File: src/rtl/serial_reg_master_pkg.sv
// Shared definitions for the byte-serial register protocol initiator:
// FSM state encoding, command-byte layout and the register address map.
package serial_reg_master_pkg;

  typedef enum logic [2:0] {
    IDLE      = 3'd0,
    SEND_CMD  = 3'd1,
    WAIT_CMD  = 3'd2,
    SEND_DATA = 3'd3,
    WAIT_DATA = 3'd4,
    RECV      = 3'd5,
    FINISH    = 3'd6
  } state_t;

  localparam int CMD_VALID_BIT = 7;
  localparam int CMD_WRITE_BIT = 6;

  localparam logic [5:0] REG_GAIN      = 6'd0;
  localparam logic [5:0] REG_SETTINGS  = 6'd1;
  localparam logic [5:0] REG_STATUS    = 6'd2;
  localparam logic [5:0] REG_ADCDATA   = 6'd3;
  localparam logic [5:0] REG_ECHO      = 6'd4;
  localparam logic [5:0] REG_EXTFREQ_0 = 6'd5;
  localparam logic [5:0] REG_EXTFREQ_1 = 6'd6;
  localparam logic [5:0] REG_EXTFREQ_2 = 6'd7;
  localparam logic [5:0] REG_EXTFREQ_3 = 6'd8;
  localparam logic [5:0] REG_PHASE_0   = 6'd9;
  localparam logic [5:0] REG_PHASE_1   = 6'd10;
  localparam logic [5:0] REG_DDRADDR_0 = 6'd16;
  localparam logic [5:0] REG_DDRADDR_1 = 6'd17;
  localparam logic [5:0] REG_DDRADDR_2 = 6'd18;
  localparam logic [5:0] REG_DDRADDR_3 = 6'd19;

  // Build the command byte: marker bit, write flag, 6-bit address.
  function automatic logic [7:0] cmd_byte(input logic write, input logic [5:0] addr);
    logic [7:0] b;
    b = {2'b00, addr};
    b[CMD_VALID_BIT] = 1'b1;
    b[CMD_WRITE_BIT] = write;
    return b;
  endfunction

endpackage

File: src/rtl/serial_rx_timeout.sv
// Per-byte response timeout: counts idle cycles while a byte is awaited and
// flags expiry on the last allowed cycle. Cleared whenever a byte arrives.
module serial_rx_timeout #(
  parameter int unsigned LIMIT = 1000000,
  parameter int unsigned W     = 20
) (
  input  logic clk,
  input  logic reset,
  input  logic clear,
  input  logic run,
  output logic expired
);

  localparam logic [W-1:0] LAST = W'(LIMIT - 1);

  logic [W-1:0] count_r;

  // Idle-cycle counter; holds at the last value so it never wraps.
  always_ff @(posedge clk or posedge reset) begin
    if (reset) begin
      count_r <= {W{1'b0}};
    end else if (clear) begin
      count_r <= {W{1'b0}};
    end else if (run && (count_r != LAST)) begin
      count_r <= count_r + W'(1);
    end else begin
      count_r <= count_r;
    end
  end

  assign expired = (count_r == LAST);

endmodule

File: src/rtl/serial_reg_master.sv
// Host-side initiator for the byte-serial register protocol. Sends a command
// byte (plus a data byte for writes) through an external UART transmitter and
// collects the response byte stream for reads, with a per-byte timeout.
module serial_reg_master
  import serial_reg_master_pkg::*;
#(
  parameter int unsigned TIMEOUT_CYCLES = 1000000,
  parameter int unsigned TIMEOUT_W      = 20,
  parameter int unsigned LEN_W          = 16
) (
  input  logic             clk,
  input  logic             reset,
  input  logic             cmd_valid,
  input  logic             cmd_write,
  input  logic [5:0]       cmd_addr,
  input  logic [7:0]       cmd_wdata,
  input  logic [LEN_W-1:0] cmd_rd_len,
  output logic             busy,
  output logic             done,
  output logic             timeout,
  output logic [7:0]       rd_data,
  output logic             rd_valid,
  output logic [LEN_W-1:0] rd_count,
  output logic             tx_start,
  output logic [7:0]       tx_data,
  input  logic             tx_busy,
  input  logic             rx_ready,
  input  logic [7:0]       rx_data
);

  state_t           state_r, state_s;
  logic             write_r;
  logic [5:0]       addr_r;
  logic [7:0]       wdata_r;
  logic [LEN_W-1:0] len_r;
  logic             first_r, first_s;
  logic             capture_s;
  logic             busy_r, busy_s;
  logic             done_r, done_s;
  logic             timeout_r, timeout_s;
  logic [7:0]       rd_data_r, rd_data_s;
  logic             rd_valid_r, rd_valid_s;
  logic [LEN_W-1:0] rd_count_r, rd_count_s, count_inc_s;
  logic             tx_start_r, tx_start_s;
  logic [7:0]       tx_data_r, tx_data_s;
  logic             tout_clear_s, tout_run_s, tout_expired_s;

  serial_rx_timeout #(
    .LIMIT (TIMEOUT_CYCLES),
    .W     (TIMEOUT_W)
  ) u_rx_timeout (
    .clk     (clk),
    .reset   (reset),
    .clear   (tout_clear_s),
    .run     (tout_run_s),
    .expired (tout_expired_s)
  );

  // Next-state and next-output logic; every output is registered below.
  always_comb begin
    state_s      = state_r;
    first_s      = 1'b0;
    capture_s    = 1'b0;
    timeout_s    = timeout_r;
    rd_data_s    = rd_data_r;
    rd_valid_s   = 1'b0;
    rd_count_s   = rd_count_r;
    tx_start_s   = 1'b0;
    tx_data_s    = tx_data_r;
    tout_clear_s = 1'b0;
    tout_run_s   = 1'b0;
    count_inc_s  = rd_count_r + LEN_W'(1);
    case (state_r)
      IDLE: begin
        // Stray response bytes are dropped here.
        if (cmd_valid) begin
          state_s   = SEND_CMD;
          capture_s = 1'b1;
          timeout_s = 1'b0;
        end else begin
          state_s = IDLE;
        end
      end
      SEND_CMD: begin
        if (!tx_busy) begin
          tx_start_s = 1'b1;
          tx_data_s  = cmd_byte(write_r, addr_r);
          first_s    = 1'b1;
          state_s    = WAIT_CMD;
        end else begin
          state_s = SEND_CMD;
        end
      end
      WAIT_CMD: begin
        // First cycle after tx_start: transmitter has not raised busy yet.
        if (first_r) begin
          state_s = WAIT_CMD;
        end else if (!tx_busy) begin
          if (write_r) begin
            state_s = SEND_DATA;
          end else begin
            rd_count_s   = {LEN_W{1'b0}};
            tout_clear_s = 1'b1;
            state_s      = RECV;
          end
        end else begin
          state_s = WAIT_CMD;
        end
      end
      SEND_DATA: begin
        if (!tx_busy) begin
          tx_start_s = 1'b1;
          tx_data_s  = wdata_r;
          first_s    = 1'b1;
          state_s    = WAIT_DATA;
        end else begin
          state_s = SEND_DATA;
        end
      end
      WAIT_DATA: begin
        if (first_r) begin
          state_s = WAIT_DATA;
        end else if (!tx_busy) begin
          state_s = FINISH;
        end else begin
          state_s = WAIT_DATA;
        end
      end
      RECV: begin
        // A byte arriving on the expiry cycle takes priority over the timeout.
        if (rx_ready) begin
          rd_data_s    = rx_data;
          rd_valid_s   = 1'b1;
          rd_count_s   = count_inc_s;
          tout_clear_s = 1'b1;
          if (count_inc_s >= len_r) begin
            state_s = FINISH;
          end else begin
            state_s = RECV;
          end
        end else if (tout_expired_s) begin
          timeout_s = 1'b1;
          state_s   = FINISH;
        end else begin
          tout_run_s = 1'b1;
          state_s    = RECV;
        end
      end
      FINISH: begin
        state_s = IDLE;
      end
      default: begin
        state_s = IDLE;
      end
    endcase
    busy_s = (state_s != IDLE);
    done_s = (state_s == FINISH);
  end

  // State, request latch and registered outputs.
  always_ff @(posedge clk or posedge reset) begin
    if (reset) begin
      state_r    <= IDLE;
      first_r    <= 1'b0;
      write_r    <= 1'b0;
      addr_r     <= 6'd0;
      wdata_r    <= 8'd0;
      len_r      <= LEN_W'(1);
      busy_r     <= 1'b0;
      done_r     <= 1'b0;
      timeout_r  <= 1'b0;
      rd_data_r  <= 8'd0;
      rd_valid_r <= 1'b0;
      rd_count_r <= {LEN_W{1'b0}};
      tx_start_r <= 1'b0;
      tx_data_r  <= 8'd0;
    end else begin
      state_r    <= state_s;
      first_r    <= first_s;
      busy_r     <= busy_s;
      done_r     <= done_s;
      timeout_r  <= timeout_s;
      rd_data_r  <= rd_data_s;
      rd_valid_r <= rd_valid_s;
      rd_count_r <= rd_count_s;
      tx_start_r <= tx_start_s;
      tx_data_r  <= tx_data_s;
      if (capture_s) begin
        write_r <= cmd_write;
        addr_r  <= cmd_addr;
        wdata_r <= cmd_wdata;
        len_r   <= (cmd_rd_len == {LEN_W{1'b0}}) ? LEN_W'(1) : cmd_rd_len;
      end else begin
        write_r <= write_r;
        addr_r  <= addr_r;
        wdata_r <= wdata_r;
        len_r   <= len_r;
      end
    end
  end

  assign busy     = busy_r;
  assign done     = done_r;
  assign timeout  = timeout_r;
  assign rd_data  = rd_data_r;
  assign rd_valid = rd_valid_r;
  assign rd_count = rd_count_r;
  assign tx_start = tx_start_r;
  assign tx_data  = tx_data_r;

endmodule

File: config.mk
export PLATFORM = sky130hd
export DESIGN_NAME = serial_reg_master
export DESIGN_NICKNAME = d
export VERILOG_FILES = /design/src/rtl/serial_reg_master_pkg.sv /design/src/rtl/serial_rx_timeout.sv /design/src/rtl/serial_reg_master.sv
export SDC_FILE = /design/constraint.sdc
export NUM_CORES = 1
export LEC_CHECK = 0
export CAP_MARGIN = 10
export CORE_ASPECT_RATIO = 1.1
export CORE_MARGIN = 2
export CORE_UTILIZATION = 55
export CTS_BUF_LIST = sky130_fd_sc_hd__clkbuf_8
export CTS_CLUSTER_DIAMETER = 120
export DETAILED_ROUTE_END_ITERATION = 10
export HOLD_SLACK_MARGIN = 0.06
export PLACE_DENSITY = 0.9
export SLEW_MARGIN = 10
export SYNTH_ARGS = -nofsm -noshare
export SYNTH_HDL_FRONTEND = slang
export SYNTH_HIERARCHICAL = 1
export SYNTH_SLANG_ARGS = --single-unit
File: constraint.sdc
create_clock -name clk -period 8.96 [get_ports clk]
set_input_delay 1.344 -clock clk [delete_from_list [all_inputs] [get_ports clk]]
set_output_delay 1.344 -clock clk [all_outputs]
set_load 0.01 [all_outputs]
Word level (Yosys, flattened, before mapping)

Index checks and enable logic that the tools add are counted.

Order comparisons: 1
Equal/unequal tests: 17
Muxes and demuxes: 40
Add/sub/neg operators: 2
Reductions and logical operators: 13

Operators by type and width:

| cell                                                 | count |
|---|---|
| two-way mux 16 bit                                   | 5 |
| two-way mux 20 bit                                   | 2 |
| case mux 16 bit (2 select lines)                     | 1 |
| adder 20 x 1 -> 20 bit (second input constant)       | 1 |
| equality test 20 bit (second input constant)         | 1 |
| != test 20 bit (second input constant)               | 1 |
| != test 2 bit (second input constant)                | 9 |
| case mux 3 bit (6 select lines)                      | 1 |
| adder 16 x 1 -> 16 bit (second input constant)       | 1 |
| greater-or-equal comparator 16 bit                   | 1 |
| logical NOT 16 bit                                   | 1 |
| two-way mux 1 bit                                    | 16 |
| two-way mux 8 bit                                    | 2 |
| case mux 8 bit (2 select lines)                      | 1 |
| two-way mux 3 bit                                    | 5 |
| two-way mux 2 bit                                    | 5 |
| equality test 3 bit (second input constant)          | 3 |
| nonzero test 2 bit                                   | 4 |
| equality test 3 x 2 -> 1 bit (second input constant) | 2 |
| AND reduction 5 bit                                  | 1 |
| case mux 1 bit (2 select lines)                      | 2 |
| AND reduction 4 bit                                  | 1 |
| equality test 3 x 1 -> 1 bit (second input constant) | 1 |
| logical NOT 3 bit                                    | 1 |
| 5 further kinds                                      | 5 |

Flip-flop bits (word level): 91
Output and inout port bits: 37
Logic and storage cells: 87
Bits of input ports: 44

Longest topological paths before layout

Gate-level depths: netlist of run 1.

Depth in word-level cells: 7
Gate-level depth with buffers: 11
Depth with buffers taken out: 11

By module

Netlist of run 1, hierarchy kept.

By module, submodules not included:

| module            | area an instance (µm²) | sequential area each (µm²) | cells an instance | times used |
|---|---|---|---|---|
| serial_reg_master | 3604.7                 | 1778.0                     | 358               | 1 |
| serial_rx_timeout | 1179.9                 | 500.5                      | 119               | 1 |

Least setup slack after synthesis of run 1

No wires, ideal clock.

Path type: register to register
From: register rd_count_r[0], in the netlist rd_count[0]
To: register state_r[0]
Slack: 5.954 ns
Buffers on the path: 0
Cell stages (with the launch flop): 12
Data required time: 8.839 ns
Library setup time: 0.121 ns
Arrival time: 2.885 ns
Period minus slack after synthesis: 3.006 ns
Cell sequence: dfrtp_1 ha_1 nand4_2 nor4_4 nand3_1 xnor2_1 ha_1 nand4_1 or2_0 a2111oi_1 o41ai_2 a22o_1

Longest elaborated chain between the ends: 5

Ends and longest elaborated chain:

| what                               | RTL line                 | source |
|---|---|---|
| start, declared                    | serial_reg_master.sv:43  | `logic [LEN_W-1:0] rd_count_r, rd_count_s, count_inc_s;` |
| start signal, assigned             | serial_reg_master.sv:174 | `rd_count_r <= {LEN_W{1'b0}};` |
| start signal, assigned             | serial_reg_master.sv:185 | `rd_count_r <= rd_count_s;` |
| adder 16 x 1 -> 16 bit             | serial_reg_master.sv:72  | `count_inc_s = rd_count_r + LEN_W'(1);` |
| greater-or-equal comparator 16 bit | serial_reg_master.sv:136 | `if (count_inc_s >= len_r) begin` |
| two-way mux 2 bit                  | serial_reg_master.sv:136 |  |
| two-way mux 3 bit                  | serial_reg_master.sv:131 | `if (rx_ready) begin` |
| case mux 3 bit (6 select lines)    | serial_reg_master.sv:73  | `case (state_r)` |
| named net state_s[0]               | serial_reg_master.sv:31  | `state_t state_r, state_s;` |
| end signal, assigned               | serial_reg_master.sv:178 | `state_r <= state_s;` |
| end, declared                      | serial_reg_master.sv:31  |  |

The timed path passes the listed nets, and every way through them passes these cells.
A chain may end at the register's enable or synchronous reset.

Final worst setup path of run 1

From: input port rx_ready
To: register u_rx_timeout.count_r[13]

Elaborated cells on any way between the ends: 7
Those cells by class: mux (5); reduce/logical (2)

RTL lines:

| what                                                     | RTL line                 | source |
|---|---|---|
| start, declared                                          | serial_reg_master.sv:27  | `input logic rx_ready,` |
| two-way mux 1 bit *                                      | serial_reg_master.sv:131 |  |
| case mux 1 bit (2 select lines) *                        | serial_reg_master.sv:73  |  |
| named net tout_clear_s                                   | serial_reg_master.sv:46  | `logic tout_clear_s, tout_run_s, tout_expired_s;` |
| two-way mux 20 bit or nonzero test 2 bit (tied branches) | --                       |  |
| end signal, assigned                                     | serial_rx_timeout.sv:21  | `count_r <= {W{1'b0}};` |
| end signal, assigned                                     | serial_rx_timeout.sv:23  | `count_r <= {W{1'b0}};` |
| end signal, assigned                                     | serial_rx_timeout.sv:25  | `count_r <= count_r + W'(1);` |
| end, declared                                            | serial_rx_timeout.sv:16  | `logic [W-1:0] count_r;` |

Mark *: on every way through the listed nets, which the timed path passes. The rest lies on a longest branch.

==> results_dict.tcl, run 1 <==
set metrics [dict create \
    tightestPinTransition_ps 953 \
    required_ps 9270 \
    final_antenna_net_count 0 \
    route.vias.total 3847 \
    ys_ff_latch 91 \
    powerDensity_nw_per_um2 240 \
    yosysSeqAreaShare 0.476 \
    period_needed_ps 3730 \
    synth-main-ff-cell "dfrtp_1" \
    synthXorXnorAreaFrac 0.0473 \
    min_to "rd_data[7]" \
    finalCritPeriodShare 0.417 \
    clkTransAtPathRegs_ps 100 \
    slowest_stage "or4_1" \
    die_h_microns 102 \
    area_delta_synth_final_pct 22.2 \
    synth_compound_area_frac 0.134 \
    synth_top_cell_by_area "dfrtp_1" \
    cts_root_buffer "clkbuf_8" \
    critPathKind "primary input to flop" \
    final.setup.tns_ps 0 \
    synth_area_leaders "dfrtp_1, nand2_1, ha_1, o21ai_0, mux2_2" \
    post_cts_buffers 0 \
    hold_viol_final 0 \
    setup.worst_path.end_class "flop" \
    cts_sinks 91 \
    synth-simple-area-share 0.213 \
    yosys_warnings 6 \
    firstDrtPassIters 5 \
    worst_hold_slack_ps 489 \
    grt_pass1_vias 3803 \
    arrival_ps 4050 \
    finalPower_mw 1.41 \
    start_kind "primary input" \
    cpPeakStageDelay_ps 630 \
    cts_buffers 9 \
    slew_headroom 0.362 \
    skew_ps 14.3 \
    synth.area.mux_share 0.0397 \
    cellLeakagePower_nw 2.64 \
    wl_per_cell_microns 16.1 \
    cts_hold_buf 0 \
    crit_fanout 23 \
    first_iter_violations 216 \
    rows 35 \
    fillers 619 \
    synthesis.nets 539 \
    htree_levels 3 \
    r2r_end "state_r[0]" \
    num_antenna_cells 0 \
    routabilityCongestion 0.948 \
    start_util 0.569 \
    grt-ovfl-total 0 \
    synthAdderAreaFrac 0.0471 \
    wirelength_microns 10800 \
    min_from "rd_data[7]" \
    nNetsFinal 614 \
    grt_pass1_wl_microns 17900 \
    dp_hpwl_microns 7830 \
    crit_start "rx_ready" \
    synth_area_sq_um 4780 \
    ys_types 64 \
    slew_violations 0 \
    fp.coreArea_sq_um 8410 \
    route.detailed.drc 0 \
    drive_above_1_share 0.118 \
    max_clock_freq_mhz 268 \
    peakVddDrop_v 0.000142 \
    reg2reg_depth 11 \
    finalNonFillerCells 668 \
    clk_path_buf_depth 2 \
    synth-edff-count 0 \
    gr-usage-all-layers 0.238 \
    status "finished, final reports clean" \
    grt_setup_unrepaired "no" \
    numPortBuffers 80 \
    most-common-layout-cells "dfrtp_1, clkdlybuf4s50_1, nand2_1" \
    setup_viol 0 \
    synth_cells 477 \
    dp_cells 652 \
    final_common_cell "dfrtp_1" \
    hp-class "flop to flop" \
    regToRegSetupSlack_ps 5500 \
    io_pins 81 \
    path_cells "clkdlybuf4s50_1 > nand2_2 > inv_2 > a21oi_4 > inv_1 > or4_1 > nand2_1" \
    maxCapViolCount 0 \
    viasPerCell 5.76 \
    cts_tree "done" \
    cts_resized 0 \
    worstHoldPathCells 2 \
    die_w_microns 92.9 \
    synth.avg_cell_area_sq_um 10.0 \
    grt_max_degree 72 \
    die_area_sq_um 9460 \
    async_reset_ff_frac 1.00 \
    grt_antenna_before_repair 0 \
    synth_top_family_by_area "simple AND/OR/NAND/NOR gates" \
    synth_top_area_frac 0.471 \
    clk_latency_ps 370 \
    r2r-start "rd_count[0]" \
]
## worst max-delay path: cells and delay by family
| kind | cells | cell delay [ps] |
|---|---|---|
| compound gates | 1 | 420 |
| simple gates | 3 | 1090 |
| buf+inv | 3 | 1180 |
## Yosys cell counts, types with 6 or more instances
cell type / instances
nor2_1: 31
xnor2_1: 14
dfrtp_1: 90
nor3_1: 7
nand2_1: 69
mux2_2: 16
o22ai_1: 7
xor2_1: 10
o21ai_0: 42
nand3_1: 11
a21oi_1: 14
buf_2: 7
clkbuf_1: 7
and3_1: 6
nor4_1: 6
ha_1: 18
inv_1: 29
## registers in the layout, indices dropped and copies added (netlist names)
register / cells
rd_valid: 1
state_r: 3
tx_data: 8
rd_data: 8
addr_r: 6
busy: 1
rd_count: 16
done: 1
u_rx_timeout/count_r: 20
wdata_r: 8
len_r: 16
tx_start: 1
write_r: 1
timeout: 1
## logic make-up after synthesis
kind of cell    after synthesis
compound gates              100
xor+xnor                     25
fa+ha+maj                    18
buf+inv                      48
flops                        91
mux                          17
simple gates                178
## cell type report
class | count | area (sq um) | area share
clock buffers | 9 | 124 | 0.0212
clock inverters | 7 | 66.3 | 0.0113
inverters | 30 | 113 | 0.0193
multi-input cells | 338 | 2310 | 0.395
flip-flops and latches | 91 | 2280 | 0.390
well taps | 111 | 139 | 0.0237
repair buffers | 82 | 816 | 0.139
## layer usage
layer / wire (microns) / track usage / vias up / part of all wire
met3: 411 / 0.0442 / 28 / 0.038
met2: 5650 / 0.421 / 111 / 0.52
li1: - / - / 1823 / -
met5: 0 / 0 / - / 0
met4: 278 / 0.0837 / 0 / 0.026
met1: 4440 / 0.296 / 1885 / 0.41
## worst max path at each step
stage               slack, ps                       end  cells past startpoint
floorplan                5820                 addr_r[0]                      1
global placement         5010  u_rx_timeout/count_r[13]                      7
detailed placement       4840  u_rx_timeout/count_r[13]                      7
CTS                      5240  u_rx_timeout/count_r[13]                      7
global route             5060  u_rx_timeout/count_r[13]                      7
finish                   5230  u_rx_timeout/count_r[13]                      7
## stage by stage
step | setup slack (ps) | utilization | area, sq um
2_1_floorplan | 5820 | - | 4780
3_3_place_gp | 5010 | 0.673 | 5660
6_report | 5230 | 0.696 | 5850
5_1_grt | 5060 | 0.696 | 5850
3_5_place_dp | 4840 | 0.673 | 5660
4_1_cts | 5240 | 0.696 | 5850
## where the power goes
group | total [mW] | leakage (nW) | switching (mW) | internal [mW]
clock network | 0.273 | 0.0991 | 0.164 | 0.109
logic | 0.501 | 1.37 | 0.260 | 0.241
registers | 0.632 | 1.17 | 0.0921 | 0.540
Note: power is estimated with default switching activity, not from simulation.
==> run 2, diff against run 1 <==
- clock period: 8.96 -> 3.5 ns (I/O delays scaled with it)
==> results_dict.tcl, run 2 (synthesis results as in run 1) <==
set metrics [dict create \
    status "finished, final reports clean" \
    gr-usage-all-layers 0.244 \
    critPathKind "flop to flop" \
    grt_setup_unrepaired "no" \
    final.setup.tns_ps 0 \
    firstDrtPassIters 4 \
    viasPerCell 5.77 \
    powerDensity_nw_per_um2 622 \
    utilization 0.700 \
    drive_above_1_share 0.125 \
    wirelength_microns 11200 \
    maxCapViolCount 0 \
    period_needed_ps 3190 \
    die_area_sq_um 9460 \
    most-common-layout-cells "dfrtp_1, clkdlybuf4s50_1, nand2_1" \
    grt_pass1_vias 3865 \
    clk_latency_ps 370 \
    peakVddDrop_v 0.000308 \
    start_util 0.569 \
    regToRegSetupSlack_ps 310 \
    cts_hold_buf 0 \
    nNetsFinal 618 \
    htree_levels 3 \
    finalCritPeriodShare 0.913 \
    cts_tree "done" \
    route.vias.total 3875 \
    io_pins 81 \
    hold_viol_final 0 \
    required_ps 3770 \
    crit_fanout 7 \
    dp_cells 655 \
    die_w_microns 92.9 \
    setup_viol 0 \
    slew_violations 0 \
    cts_resized 0 \
    largest_register_ffs 20 \
    cts_sinks 91 \
    start_kind "flop" \
    route.detailed.drc 0 \
    tightestPinTransition_ps 1000 \
    grt_antenna_before_repair 0 \
    final_area_sq_um 5890 \
    cts_root_buffer "clkbuf_8" \
    grt_pass1_wl_microns 18300 \
    slew_headroom 0.330 \
    max_clock_freq_mhz 313 \
    cts_buffers 9 \
    grt_max_degree 34 \
    skew_ps 13.8 \
    final_common_cell "dfrtp_1" \
    setup.worst_path.end_class "flop" \
    fp.coreArea_sq_um 8410 \
    rows 35 \
    die_h_microns 102 \
    arrival_ps 3460 \
    worst_hold_slack_ps 489 \
    num_antenna_cells 0 \
    dp_hpwl_microns 8130 \
    routabilityCongestion 0.883 \
    numPortBuffers 80 \
    hp-class "flop to flop" \
    cellLeakagePower_nw 2.67 \
    final_antenna_net_count 0 \
    largest-register "u_rx_timeout/count_r" \
    finalNonFillerCells 672 \
    placed_area_sq_um 5680 \
    clk_path_buf_depth 2 \
    first_iter_violations 231 \
    wl_per_cell_microns 16.6 \
    area_delta_synth_final_pct 23.1 \
    clkTransAtPathRegs_ps 100 \
    grt-ovfl-total 0 \
]
-- run 2: cell types whose count changed in the layout (fill, tap and decap cells not counted), sizes merged --
cell	delta
clkinvlp	+1
bufinv	+1
clkinv	+2
inv	-4
buf	+4
-- run 2: worst max-delay path: stages, from the launching register on --
cell and delay [ps]:
dfrtp_1 500, ha_1 320, nand4_2 190, nor4_4 320
nand3_1 170, xnor2_1 160, ha_1 300, nand4_1 110
or2_0 270, a2111oi_1 350, o41ai_2 140, a22o_1 250
-- run 2: final timing paths --
| check | cells past startpoint | endpoint | start |
|---|---|---|---|
| max in group asynchronous | 3 | tx_data[2] | reset |
| worst max register to register | 11 | state_r[0] | rd_count[0] |
| worst max-delay path | 11 | state_r[0] | rd_count[0] |
| worst min-delay path | 2 | rd_data[1] | rd_data[1] |
| min in group asynchronous | 2 | state_r[1] | reset |
| worst min register to register | 2 | rd_data[1] | rd_data[1] |
-- run 2: layer usage --
layer	global-route usage	wire length (microns)
met2	0.434	5820
met5	0	0
met1	0.299	4610
met3	0.0295	429
met4	0.118	314
-- run 2: cell type report --
type	count	area, sq um
fill	619	2520
inverter	30	113
multi-input combinational	338	2310
clock buffer	9	124
tap	111	139
timing repair buffer	86	846
clock inverter	7	76.3
sequential	91	2280
-- run 2: per-stage QoR --
stage	setup slack, ps	total power [mW]
detailed placement	146	2.93
floorplan	494	2.37
global placement	390	2.83
finish	306	3.66
CTS	155	3.67
global route	22.8	3.87
-- run 2: power breakdown --
group          internal [mW]  total (mW)  switching [mW]
Sequential              1.38        1.62           0.234
Clock                  0.336       0.737           0.401
Combinational          0.622        1.31           0.685
-- run 2: what timing repair did --
item | in CTS | in global routing
setup buffers | 0 | 1
hold endpoints to repair | 0 | 0
endpoints found under the setup margin | 0 | 3
==> run 3, diff against run 2 <==
- ABC_AREA: unset -> 1
==> results_dict.tcl, run 3 <==
set metrics [dict create \
    slew_violations 0 \
    slew_headroom 0.456 \
    crit_fanout 6 \
    cts_sinks 91 \
    arrival_ps 3010 \
    regToRegSetupSlack_ps 750 \
    period_needed_ps 2750 \
    tightestPinTransition_ps 815 \
    synth_top_area_frac 0.444 \
    multi_input_area_sq_um 2380 \
    wl_per_cell_microns 14.1 \
    num_antenna_cells 0 \
    firstDrtPassIters 5 \
    synthTopCellsByCount "nand2_1, dfrtp_1, inv_1" \
    die_h_microns 105 \
    die_w_microns 95.6 \
    yosys_warnings 6 \
    io_pins 81 \
    htree_levels 3 \
    synth_area_sq_um 5070 \
    dp_hpwl_microns 8830 \
    grt_max_degree 53 \
    synth-main-ff-cell "dfrtp_1" \
    clk_path_buf_depth 2 \
    grt_pass1_vias 4404 \
    largest-register "u_rx_timeout/count_r" \
    grt-ovfl-total 0 \
    status "finished, final reports clean" \
    path_cells "nand2_1 > nor2_4 > nand3_4 > nor3_4 > xor2_1 > inv_1 > ha_1 > nand2_1 > inv_1 > nand2_1 > nor2_1 > nor2_1 > nand2_1 > nand2_1 > nand2_1 > nand2_1 > nand2_1 > nand2_1 > inv_1 > nand2_1" \
    grt_setup_unrepaired "no" \
    seqCellArea_sq_um 2280 \
    setup.worst_path.end_class "flop" \
    critPathKind "flop to flop" \
    clkTransAtPathRegs_ps 90 \
    path_depth 20 \
    gr-usage-all-layers 0.250 \
    finalCritPeriodShare 0.787 \
    cellLeakagePower_nw 3.00 \
    min_to "rd_data[0]" \
    yosysSeqAreaShare 0.449 \
    clk_latency_ps 370 \
    cts_root_buffer "clkbuf_8" \
    route.vias.total 4525 \
    cts_resized 0 \
    route.detailed.drc 0 \
    drive_above_1_share 0.0788 \
    start_kind "flop" \
    most-common-layout-cells "nand2_1, dfrtp_1, clkdlybuf4s50_1" \
    post_cts_buffers 0 \
    synth_cells 638 \
    synth_top_cell_by_area "dfrtp_1" \
    synth_area_leaders "dfrtp_1, nand2_1, inv_1, ha_1, nand3_1" \
    powerDensity_nw_per_um2 702 \
    slowest_stage "dfrtp_1" \
    fillers 683 \
    setup_viol 0 \
    synthesis.nets 700 \
    grt_antenna_before_repair 0 \
    maxCapViolCount 0 \
    critical-path-top-delay-family "simple AND/OR/NAND/NOR gates" \
    final_common_cell "nand2_1" \
    skew_ps 15.0 \
    area_delta_synth_final_pct 20.7 \
    hp-class "flop to flop" \
    worstHoldPathCells 2 \
    grt_pass1_wl_microns 20000 \
    cts_buffers 9 \
    required_ps 3760 \
    synth.most_common_cell "nand2_1" \
    min_from "rd_data[0]" \
    finalPower_mw 4.30 \
    wirelength_microns 11800 \
    peakVddDrop_v 0.000421 \
    cts_tree "done" \
    rows 36 \
    nNetsFinal 780 \
    critPathBufInv 3 \
    reg2reg_depth 20 \
    viasPerCell 5.41 \
    routabilityCongestion 0.923 \
    synth-edff-count 0 \
    fp.coreArea_sq_um 8920 \
    ys_ff_latch 91 \
    max_clock_freq_mhz 363 \
    synth.avg_cell_area_sq_um 7.95 \
    ys_types 43 \
    final_antenna_net_count 0 \
    start_util 0.569 \
    die_area_sq_um 10000 \
    cts_hold_buf 0 \
    async_reset_ff_frac 1.00 \
    hold_viol_final 0 \
    numPortBuffers 80 \
    final.setup.tns_ps 0 \
    cpPeakStageDelay_ps 450 \
    r2r-start "rd_count[0]" \
    path_common_cell "nand2_1" \
    first_iter_violations 301 \
    r2r_end "busy" \
    largest_register_ffs 20 \
]
run 3: routing by layer:
metal,part of all wire,global-route usage,vias to the layer above,wire length (microns)
met4,0.020,0.0827,0,238
met5,0,0,-,0
li1,-,-,2200,-
met2,0.50,0.416,172,5930
met3,0.067,0.0425,23,785
met1,0.41,0.329,2130,4840
run 3: area by class of cell:
| class | count | share of cell area |
|---|---|---|
| Clock inverter | 6 | 0.00776 |
| Tap cell | 114 | 0.0233 |
| Clock buffer | 10 | 0.0225 |
| Sequential cell | 91 | 0.372 |
| Timing Repair Buffer | 86 | 0.138 |
| Inverter | 77 | 0.0472 |
| Multi-Input combinational cell | 453 | 0.389 |
run 3: how the worst max path moves through the flow:
stage | end | start
floorplan | busy | rd_count[0]
global placement | u_rx_timeout/count_r[0] | tx_busy
CTS | busy | rd_count[0]
detailed placement | busy | rd_count[0]
finish | busy | rd_count[0]
global route | busy | rd_count[0]
run 3: kinds of logic (layout without fill, tap and decap cells):
logic type / Yosys count / after routing / synth area share
fa+ha+maj: 18 / 18 / 0.0444
compound gates: 64 / 64 / 0.0737
flops: 91 / 91 / 0.449
simple gates: 350 / 350 / 0.314
xor+xnor: 21 / 21 / 0.0377
buf+inv: 94 / 179 / 0.0814
run 3: power breakdown:
group / total [mW] / internal [mW] / leakage (nW) / switching [mW]
logic: 1.85 / 0.815 / 1.73 / 1.03
clock network: 0.685 / 0.287 / 0.0989 / 0.399
registers: 1.77 / 1.45 / 1.17 / 0.311
run 3: metrics by stage:
step / std cells / hold slack, ps / setup slack (ps) / utilization / cell area (sq um)
floorplan: 638 / 444 / 1160 / - / 5070
global placement: 821 / 454 / 927 / 0.666 / 5940
detailed placement: 821 / 462 / 744 / 0.666 / 5940
CTS: 837 / 480 / 745 / 0.687 / 6120
global route: 837 / 495 / 519 / 0.687 / 6120
finish: 837 / 477 / 747 / 0.687 / 6120
run 3: tightest hold or removal path: stages, from the launching register on:
cell and delay, ps:
dfrtp_1 340, nand2_1 50, nand2_1 50
